`src/rtl/lgn_pkg.sv`:
```
// Shared constants and state encoding for the logic-gate-network classifier and its UART host.
package lgn_pkg;

    localparam int INPUT_BITS     = 400;
    localparam int CLASSES        = 10;
    localparam int BITS_PER_VALUE = 7;

    localparam int INPUT_BYTES = INPUT_BITS / 8;
    localparam int OUTPUT_BITS = CLASSES * BITS_PER_VALUE;
    localparam int CLASS_IDX_W = (CLASSES > 1) ? $clog2(CLASSES) : 1;

    typedef enum logic [2:0] {
        ST_IDLE    = 3'd0,
        ST_SEND    = 3'd1,
        ST_WAIT_TX = 3'd2,
        ST_RECV    = 3'd3,
        ST_DONE    = 3'd4
    } lgn_state_e;

endpackage

```
`src/rtl/lgn_argmax_acc.sv`:
```
// Running argmax over a stream of class scores; ties keep the lowest index.
module lgn_argmax_acc
    import lgn_pkg::*;
#(
    parameter int BITS_PER_VALUE = lgn_pkg::BITS_PER_VALUE,
    parameter int IDX_W          = lgn_pkg::CLASS_IDX_W
) (
    input  logic                      clk,
    input  logic                      rst_n,
    input  logic                      clr,
    input  logic                      upd,
    input  logic [IDX_W-1:0]          idx,
    input  logic [BITS_PER_VALUE-1:0] value,
    output logic [IDX_W-1:0]          best_class,
    output logic [BITS_PER_VALUE-1:0] best_score
);

    logic [IDX_W-1:0]          best_class_q, best_class_d;
    logic [BITS_PER_VALUE-1:0] best_score_q, best_score_d;

    // Slot 0 always seeds the accumulator so stale values from a prior run never win.
    always_comb begin
        best_class_d = best_class_q;
        best_score_d = best_score_q;
        if (clr) begin
            best_class_d = {IDX_W{1'b0}};
            best_score_d = {BITS_PER_VALUE{1'b0}};
        end else if (upd && ((idx == {IDX_W{1'b0}}) || (value > best_score_q))) begin
            best_class_d = idx;
            best_score_d = value;
        end else begin
            best_class_d = best_class_q;
            best_score_d = best_score_q;
        end
    end

    // Best-so-far registers.
    always_ff @(posedge clk or negedge rst_n) begin
        if (!rst_n) begin
            best_class_q <= {IDX_W{1'b0}};
            best_score_q <= {BITS_PER_VALUE{1'b0}};
        end else begin
            best_class_q <= best_class_d;
            best_score_q <= best_score_d;
        end
    end

    assign best_class = best_class_q;
    assign best_score = best_score_q;

endmodule

```
`src/rtl/lgn_uart_host.sv`:
```
// UART host for the classifier: streams one frame out byte by byte, then gathers and ranks the scores.
module lgn_uart_host
    import lgn_pkg::*;
#(
    parameter int INPUT_BITS     = lgn_pkg::INPUT_BITS,
    parameter int CLASSES        = lgn_pkg::CLASSES,
    parameter int BITS_PER_VALUE = lgn_pkg::BITS_PER_VALUE,
    parameter int TIMEOUT_CYCLES = 1000000,
    localparam int IDX_W = (CLASSES > 1) ? $clog2(CLASSES) : 1,
    localparam int OUT_W = CLASSES * BITS_PER_VALUE
) (
    input  logic                      clk,
    input  logic                      rst_n,
    input  logic                      start,
    input  logic [INPUT_BITS-1:0]     frame,
    output logic                      busy,
    output logic                      done,
    output logic                      timeout,
    output logic                      pad_err,
    output logic [OUT_W-1:0]          scores,
    output logic [IDX_W-1:0]          best_class,
    output logic [BITS_PER_VALUE-1:0] best_score,
    output logic [7:0]                tx_byte,
    output logic                      tx_dv,
    input  logic                      tx_active,
    input  logic                      tx_done,
    input  logic [7:0]                rx_byte,
    input  logic                      rx_dv
);

    localparam int NBYTES = INPUT_BITS / 8;
    localparam int BC_W   = $clog2(NBYTES + 1);
    localparam int TMO_W  = $clog2(TIMEOUT_CYCLES + 1);
    localparam logic [BC_W-1:0]  LAST_BYTE  = BC_W'(NBYTES - 1);
    localparam logic [IDX_W-1:0] LAST_CLASS = IDX_W'(CLASSES - 1);
    localparam logic [TMO_W-1:0] TMO_LAST   = TMO_W'(TIMEOUT_CYCLES - 1);
    localparam logic [7:0]       PAD_MASK   = 8'(~((16'd1 << BITS_PER_VALUE) - 16'd1));

    lgn_state_e              state_q, state_d;
    logic [INPUT_BITS-1:0]   frame_q, frame_d;
    logic [BC_W-1:0]         byte_cnt_q, byte_cnt_d;
    logic [IDX_W-1:0]        class_cnt_q, class_cnt_d;
    logic [TMO_W-1:0]        tmo_cnt_q, tmo_cnt_d;
    logic [OUT_W-1:0]        scores_q, scores_d;
    logic                    busy_q, busy_d;
    logic                    done_q, done_d;
    logic                    timeout_q, timeout_d;
    logic                    pad_err_q, pad_err_d;
    logic [7:0]              tx_byte_q, tx_byte_d;
    logic                    tx_dv_q, tx_dv_d;
    logic                    acc_clr_s, acc_upd_s;
    logic [BITS_PER_VALUE-1:0] rx_val_s;

    assign rx_val_s = rx_byte[BITS_PER_VALUE-1:0];

    // Protocol sequencer: next state, datapath updates and strobes.
    always_comb begin
        state_d     = state_q;
        frame_d     = frame_q;
        byte_cnt_d  = byte_cnt_q;
        class_cnt_d = class_cnt_q;
        tmo_cnt_d   = tmo_cnt_q;
        scores_d    = scores_q;
        busy_d      = busy_q;
        done_d      = 1'b0;
        timeout_d   = timeout_q;
        pad_err_d   = pad_err_q;
        tx_byte_d   = tx_byte_q;
        tx_dv_d     = 1'b0;
        acc_clr_s   = 1'b0;
        acc_upd_s   = 1'b0;
        case (state_q)
            ST_IDLE: begin
                if (start) begin
                    frame_d    = frame;
                    byte_cnt_d = {BC_W{1'b0}};
                    scores_d   = {OUT_W{1'b0}};
                    pad_err_d  = 1'b0;
                    timeout_d  = 1'b0;
                    busy_d     = 1'b1;
                    acc_clr_s  = 1'b1;
                    state_d    = ST_SEND;
                end else begin
                    state_d = ST_IDLE;
                end
            end
            ST_SEND: begin
                if (!tx_active) begin
                    tx_byte_d  = frame_q[7:0];
                    tx_dv_d    = 1'b1;
                    frame_d    = frame_q >> 4'd8;
                    byte_cnt_d = byte_cnt_q + BC_W'(1);
                    // The final byte's completion is irrelevant: the responder only answers after it.
                    if (byte_cnt_q == LAST_BYTE) begin
                        class_cnt_d = {IDX_W{1'b0}};
                        tmo_cnt_d   = {TMO_W{1'b0}};
                        state_d     = ST_RECV;
                    end else begin
                        state_d = ST_WAIT_TX;
                    end
                end else begin
                    state_d = ST_SEND;
                end
            end
            ST_WAIT_TX: begin
                if (tx_done) begin
                    state_d = ST_SEND;
                end else begin
                    state_d = ST_WAIT_TX;
                end
            end
            ST_RECV: begin
                if (rx_dv) begin
                    acc_upd_s = 1'b1;
                    tmo_cnt_d = {TMO_W{1'b0}};
                    for (int c = 0; c < CLASSES; c++) begin
                        scores_d[c*BITS_PER_VALUE +: BITS_PER_VALUE] =
                            (class_cnt_q == IDX_W'(c)) ? rx_val_s
                                                       : scores_q[c*BITS_PER_VALUE +: BITS_PER_VALUE];
                    end
                    if ((rx_byte & PAD_MASK) != 8'h00) begin
                        pad_err_d = 1'b1;
                    end else begin
                        pad_err_d = pad_err_q;
                    end
                    if (class_cnt_q == LAST_CLASS) begin
                        done_d  = 1'b1;
                        busy_d  = 1'b0;
                        state_d = ST_DONE;
                    end else begin
                        class_cnt_d = class_cnt_q + IDX_W'(1);
                    end
                end else if (tmo_cnt_q == TMO_LAST) begin
                    timeout_d = 1'b1;
                    done_d    = 1'b1;
                    busy_d    = 1'b0;
                    state_d   = ST_DONE;
                end else begin
                    tmo_cnt_d = tmo_cnt_q + TMO_W'(1);
                end
            end
            ST_DONE: begin
                state_d = ST_IDLE;
            end
            default: begin
                state_d = ST_IDLE;
                busy_d  = 1'b0;
            end
        endcase
    end

    // State and datapath registers.
    always_ff @(posedge clk or negedge rst_n) begin
        if (!rst_n) begin
            state_q     <= ST_IDLE;
            frame_q     <= {INPUT_BITS{1'b0}};
            byte_cnt_q  <= {BC_W{1'b0}};
            class_cnt_q <= {IDX_W{1'b0}};
            tmo_cnt_q   <= {TMO_W{1'b0}};
            scores_q    <= {OUT_W{1'b0}};
            busy_q      <= 1'b0;
            done_q      <= 1'b0;
            timeout_q   <= 1'b0;
            pad_err_q   <= 1'b0;
            tx_byte_q   <= 8'h00;
            tx_dv_q     <= 1'b0;
        end else begin
            state_q     <= state_d;
            frame_q     <= frame_d;
            byte_cnt_q  <= byte_cnt_d;
            class_cnt_q <= class_cnt_d;
            tmo_cnt_q   <= tmo_cnt_d;
            scores_q    <= scores_d;
            busy_q      <= busy_d;
            done_q      <= done_d;
            timeout_q   <= timeout_d;
            pad_err_q   <= pad_err_d;
            tx_byte_q   <= tx_byte_d;
            tx_dv_q     <= tx_dv_d;
        end
    end

    lgn_argmax_acc #(
        .BITS_PER_VALUE (BITS_PER_VALUE),
        .IDX_W          (IDX_W)
    ) u_argmax (
        .clk        (clk),
        .rst_n      (rst_n),
        .clr        (acc_clr_s),
        .upd        (acc_upd_s),
        .idx        (class_cnt_q),
        .value      (rx_val_s),
        .best_class (best_class),
        .best_score (best_score)
    );

    assign busy    = busy_q;
    assign done    = done_q;
    assign timeout = timeout_q;
    assign pad_err = pad_err_q;
    assign scores  = scores_q;
    assign tx_byte = tx_byte_q;
    assign tx_dv   = tx_dv_q;

endmodule

```
`config.mk`:
```
export PLATFORM = sky130hd
export DESIGN_NAME = lgn_uart_host
export DESIGN_NICKNAME = d
export VERILOG_FILES = /design/src/rtl/lgn_pkg.sv /design/src/rtl/lgn_argmax_acc.sv /design/src/rtl/lgn_uart_host.sv
export SDC_FILE = /design/constraint.sdc
export NUM_CORES = 1
export LEC_CHECK = 0
export BUFFER_PORTS_ARGS = -buffer_cell sky130_fd_sc_hd__buf_2
export CAP_MARGIN = 20
export CELL_PAD_IN_SITES_DETAIL_PLACEMENT = 1
export CELL_PAD_IN_SITES_GLOBAL_PLACEMENT = 1
export CORE_ASPECT_RATIO = 1.1
export CORE_UTILIZATION = 35
export CTS_CLUSTER_DIAMETER = 80
export DETAILED_ROUTE_END_ITERATION = 10
export PLACE_DENSITY_LB_ADDON = 0.3
export SLEW_MARGIN = 40
export SYNTH_ARGS = -nofsm -noshare
export SYNTH_HDL_FRONTEND = slang
export SYNTH_SLANG_ARGS = --single-unit
```
`constraint.sdc`:
```
create_clock -name clk -period 2.5 [get_ports clk]
set_input_delay 0.25 -clock clk [delete_from_list [all_inputs] [get_ports clk]]
set_output_delay 0.25 -clock clk [all_outputs]
set_load 0.05 [all_outputs]
```
==> Flow_metrics.wiki <==
{| class="wikitable"
! Metric !! Value
|-
| Run status || finished, final reports clean
|-
| Area of the die || 67600 um^2
|-
| Number of buffers and inverters on the critical path || 2
|-
| First-pass detailed-route iteration total || 4
|-
| CP Max Fanout || 40
|-
| Setup clock skew after layout || 0.0359 ns
|-
| Stage delay of the slowest cell on the critical path || 0.45 ns
|-
| Total number of vias || 24200
|-
| Worst path slowest cell || dfrtp_1
|-
| Most used DFF post-synth || dfrtp_1
|-
| Layout filler cell count || 7630
|-
| Placeable core region || 65400 um^2
|-
| Global routing met2 resource utilization || 50.0%
|-
| Setup TNS || 0 ns
|-
| Internal power component || 0.0241 W
|-
| Port Buffers || 507
|-
| Clock period minus worst slack || 2.33 ns
|-
| Gr busiest metal || met2
|-
| Starting DRT DRC Count || 1646
|-
| Maximum ir drop on the vdd rail || 0.611 mV
|-
| Power dissipated by switching net loads || 0.0200 W
|-
| Remaining routing DRC violations || 0
|-
| Net total in the final layout || 4020
|-
| Required time worst endpoint || 2.98 ns
|-
| Half-perimeter wire length after detailed placement || 56500 um
|-
| Worst path top cell family by delay || simple AND/OR/NAND/NOR gates
|-
| Critical Path End Type || flop
|-
| Share of total power in the clock network || 19.9%
|-
| Hold path cells || 4
|-
| Average via count per standard cell || 5.36
|-
| Clock transition at the registers of the reported paths || 0.06 ns
|-
| Multiplexer share of the synthesized area || 0.462%
|-
| Post-synthesis sequential element count || 527
|-
| Layout Cell Area excl Fill || 33100 um^2
|-
| Comb pwr share || 45.2%
|-
| Clock tree from TritonCTS || yes
|-
| CP startpoint kind || flop
|-
| Cell with the most instances after synthesis || nand2_1
|-
| Antenna violations before repair || 29
|-
| Post-CTS Repair Setup Buffers || 0
|-
| Transition time at the pin with the least slew margin || 0.820 ns
|-
| Area overhead of the layout relative to synthesis || 42.0%
|-
| Later-pin clock latency in the skew report || 0.63 ns
|-
| Post-synthesis xor/xnor area fraction || 0.150%
|-
| Number of enable flip-flop cells after synthesis || 0
|-
| Global-route wire length before repair || 150000 um
|-
| Total CTS buffers || 59
|-
| Cells taking the most area after synthesis || dfrtp_1 (57%), nand2_1 (15%), a31oi_1 (11%)
|-
| Path category of the worst min-delay check || in2reg
|-
| Clk sink count || 527
|-
| Final period util || 93.3%
|-
| Detailed-route wire length per cell || 21.8 um
|-
| Fraction of power consumed by sequential logic || 34.9%
|-
| Area taken by flip-flops and latches || 13200 um^2
|-
| Number of distinct library cells after synthesis || 48
|-
| Ys async rst share || 100%
|-
| Total length of routed wires || 98400 um
|-
| Total number of yosys warnings || 0
|-
| I/O Pins || 508
|-
| Min-delay src || tx_done
|-
| Initial Util || 35.6%
|-
| Dominant combinational cell family by area after synthesis || simple AND/OR/NAND/NOR gates
|-
| Number of nets with antenna violations after routing || 0
|-
| Horizontal die dimension || 248 um
|-
| Synthesized-area fraction occupied by adder cells || 0.752%
|-
| FP Rows || 98
|-
| Biggest area consumer among synthesized cells || dfrtp_1
|-
| FF-to-FF setup slack || 0.17 ns
|-
| Hold violation total from the final report || 0
|-
| Cell Area, Synth || 23300 um^2
|-
| Count of maximum capacitance violations || 0
|-
| H-tree depth || 2
|-
| Post-route worst hold slack || 0.0470 ns
|-
| Leakage || 15.3 nW
|-
| Cells after synthesis || 2743
|-
| Net Sw Frac || 45.4%
|-
| Number of slew-limit violations in the final report || 0
|-
| Commonest cells in the synthesized netlist || nand2_1 (900), dfrtp_1 (527), nor2_1 (426)
|-
| Met1 usage || 31.8%
|-
| Capture endpoint of the worst hold path || state_q[1]
|-
| Total overflow reported by the global router || 0
|-
| Total track usage || 28.5%
|-
| Instance area after placement || 26900 um^2
|-
| Worst reg2reg path startpoint || state_q[2]
|-
| Average instance area after synthesis || 8.49 um^2
|-
| Net count after synthesis || 3171
|-
| PwrDens || 1330 nW/um^2
|-
| Fraction of layout cells with a size suffix above 1 || 18.9%
|-
| Slew margin rel. || 45.1%
|-
| Area fraction in compound gates after synthesis || 14.5%
|-
| Reg2reg end || frame_q[108]
|-
| CP cell instances || nand2b_1 > or3_4 > nand2_4 > buf_12 > buf_4 > nor2_1 > a31oi_1
|-
| Root Buffer Master || clkbuf_16
|-
| Vias in the first global route || 26600
|-
| Pin count of the biggest net entering global routing || 112
|-
| Crit Path Category || reg2reg
|-
| Top cell type's share of synthesized area || 56.6%
|-
| Share of the core filled with cells in the final layout || 50.6%
|-
| Total area of multi-input combinational cells || 9190 um^2
|-
| Placer's final routability congestion estimate || 0.865
|-
| Met3 global-route usage || 5.42%
|-
| F_max || 429 MHz
|-
| Critical path data arrival time || 2.81 ns
|-
| Unrepaired setup endpoints after global routing || false
|-
| Simple-gate area share of the yosys netlist || 23.3%
|-
| Post-synthesis sequential area ratio || 56.6%
|-
| Pwr Total || 0.0441 W
|-
| Number of buffers on the longest clock path || 3
|-
| Number of cells on the worst reg-to-reg path || 7
|-
| Die outline height || 273 um
|-
| Setup violations, final || 0
|}
==> metrics by stage <==
stage	worst slack [ns]	instances
6_report	0.167	4521
5_1_grt	0.00605	4514
4_1_cts	0.0538	4486
3_5_place_dp	0.122	3970
3_3_place_gp	0.191	3970
2_1_floorplan	0.0856	2743
==> logic make-up after synthesis <==
kind of cell,count (synthesis)
flip-flops,527
AND/OR/NAND/NOR,1400
adder cells (fa/ha/maj),14
multiplexers,10
XOR/XNOR,4
AO/OA/AOI/OAI,557
buffers and inverters,231
==> area by class of cell <==
| type | instances | area share (%) |
|---|---|---|
| inverters | 31 | 0.352 |
| diodes | 35 | 0.265 |
| flip-flops and latches | 527 | 39.9 |
| repair buffers | 988 | 22.7 |
| well taps | 850 | 3.22 |
| clock inverters | 11 | 0.272 |
| clock buffers | 94 | 5.54 |
| multi-input cells | 1985 | 27.8 |
==> layout by cell type (no fill, tap or decap), types with 6 or more instances in the layout <==
cell type      synthesis  routed
buf_2                 71     506
mux2_2                 6       6
ha_1                  14      14
nor2_1               426     424
clkbuf_16              0      61
nand4_1                8       8
a31oi_1              399     399
a22o_1                12      12
nand2_1              900     899
o21ai_0              105     104
buf_4                  2      46
dfrtp_1              527     527
diode_2                0      35
inv_1                 31      31
dlygate4sd3_1          0     411
clkinv_2               0       8
buf_12                 0      22
clkbuf_1             125      15
clkbuf_8               0      18
a21oi_1               21      17
nand3_1               34      34
==> power groups by stage <==
stage	Sequential [W]	Clock [W]	Combinational, W
2_1_floorplan	0.0168	0	0.0110
3_3_place_gp	0.0150	0	0.0177
3_5_place_dp	0.0152	0	0.0185
4_1_cts	0.0151	0.00889	0.0191
5_1_grt	0.0158	0.00925	0.0218
6_report	0.0154	0.00878	0.0199
==> worst min-delay path, stage by stage <==
cell and delay (ns):
buf_2 0.09, nor2_1 0.05, a22oi_1 0.15, a21oi_1 0.09
==> flip-flops by register name, indices dropped and copies added, names as in the netlist, 3 cells and up <==
name	cells
scores	70
tx_byte	8
u_argmax.best_score	7
tmo_cnt_q	20
u_argmax.best_class	4
byte_cnt_q	6
class_cnt_q	4
frame_q	400
state_q	3
==> what timing repair did <==
| item | CTS | global route |
|---|---|---|
| hold buffers | 411 | 0 |
| gates resized for setup | 0 | 6 |
| endpoints found under the hold margin | 491 | 0 |
| setup endpoints to repair | 0 | 46 |
==> how the worst max path moves through the flow <==
stage	end	depth (start not counted)	slack (ns)	from
after floorplan	u_argmax.best_score[1]	8	0.09	u_argmax.best_score[1]
after global placement	tmo_cnt_q[18]	6	0.19	tmo_cnt_q[12]
after detailed placement	tmo_cnt_q[2]	6	0.12	tmo_cnt_q[12]
after CTS	tmo_cnt_q[2]	6	0.05	tmo_cnt_q[12]
after global routing	scores[39]	6	0.006	state_q[0]
final	frame_q[108]	7	0.17	state_q[2]
==> metal layers <==
| layer | vias up | wire [um] |
|---|---|---|
| li1 | 10900 | - |
| met1 | 12000 | 37000 |
| met2 | 927 | 49800 |
| met3 | 345 | 5530 |
| met4 | 2 | 6020 |
| met5 | - | 9 |
Power figures use the tool's default switching activity.
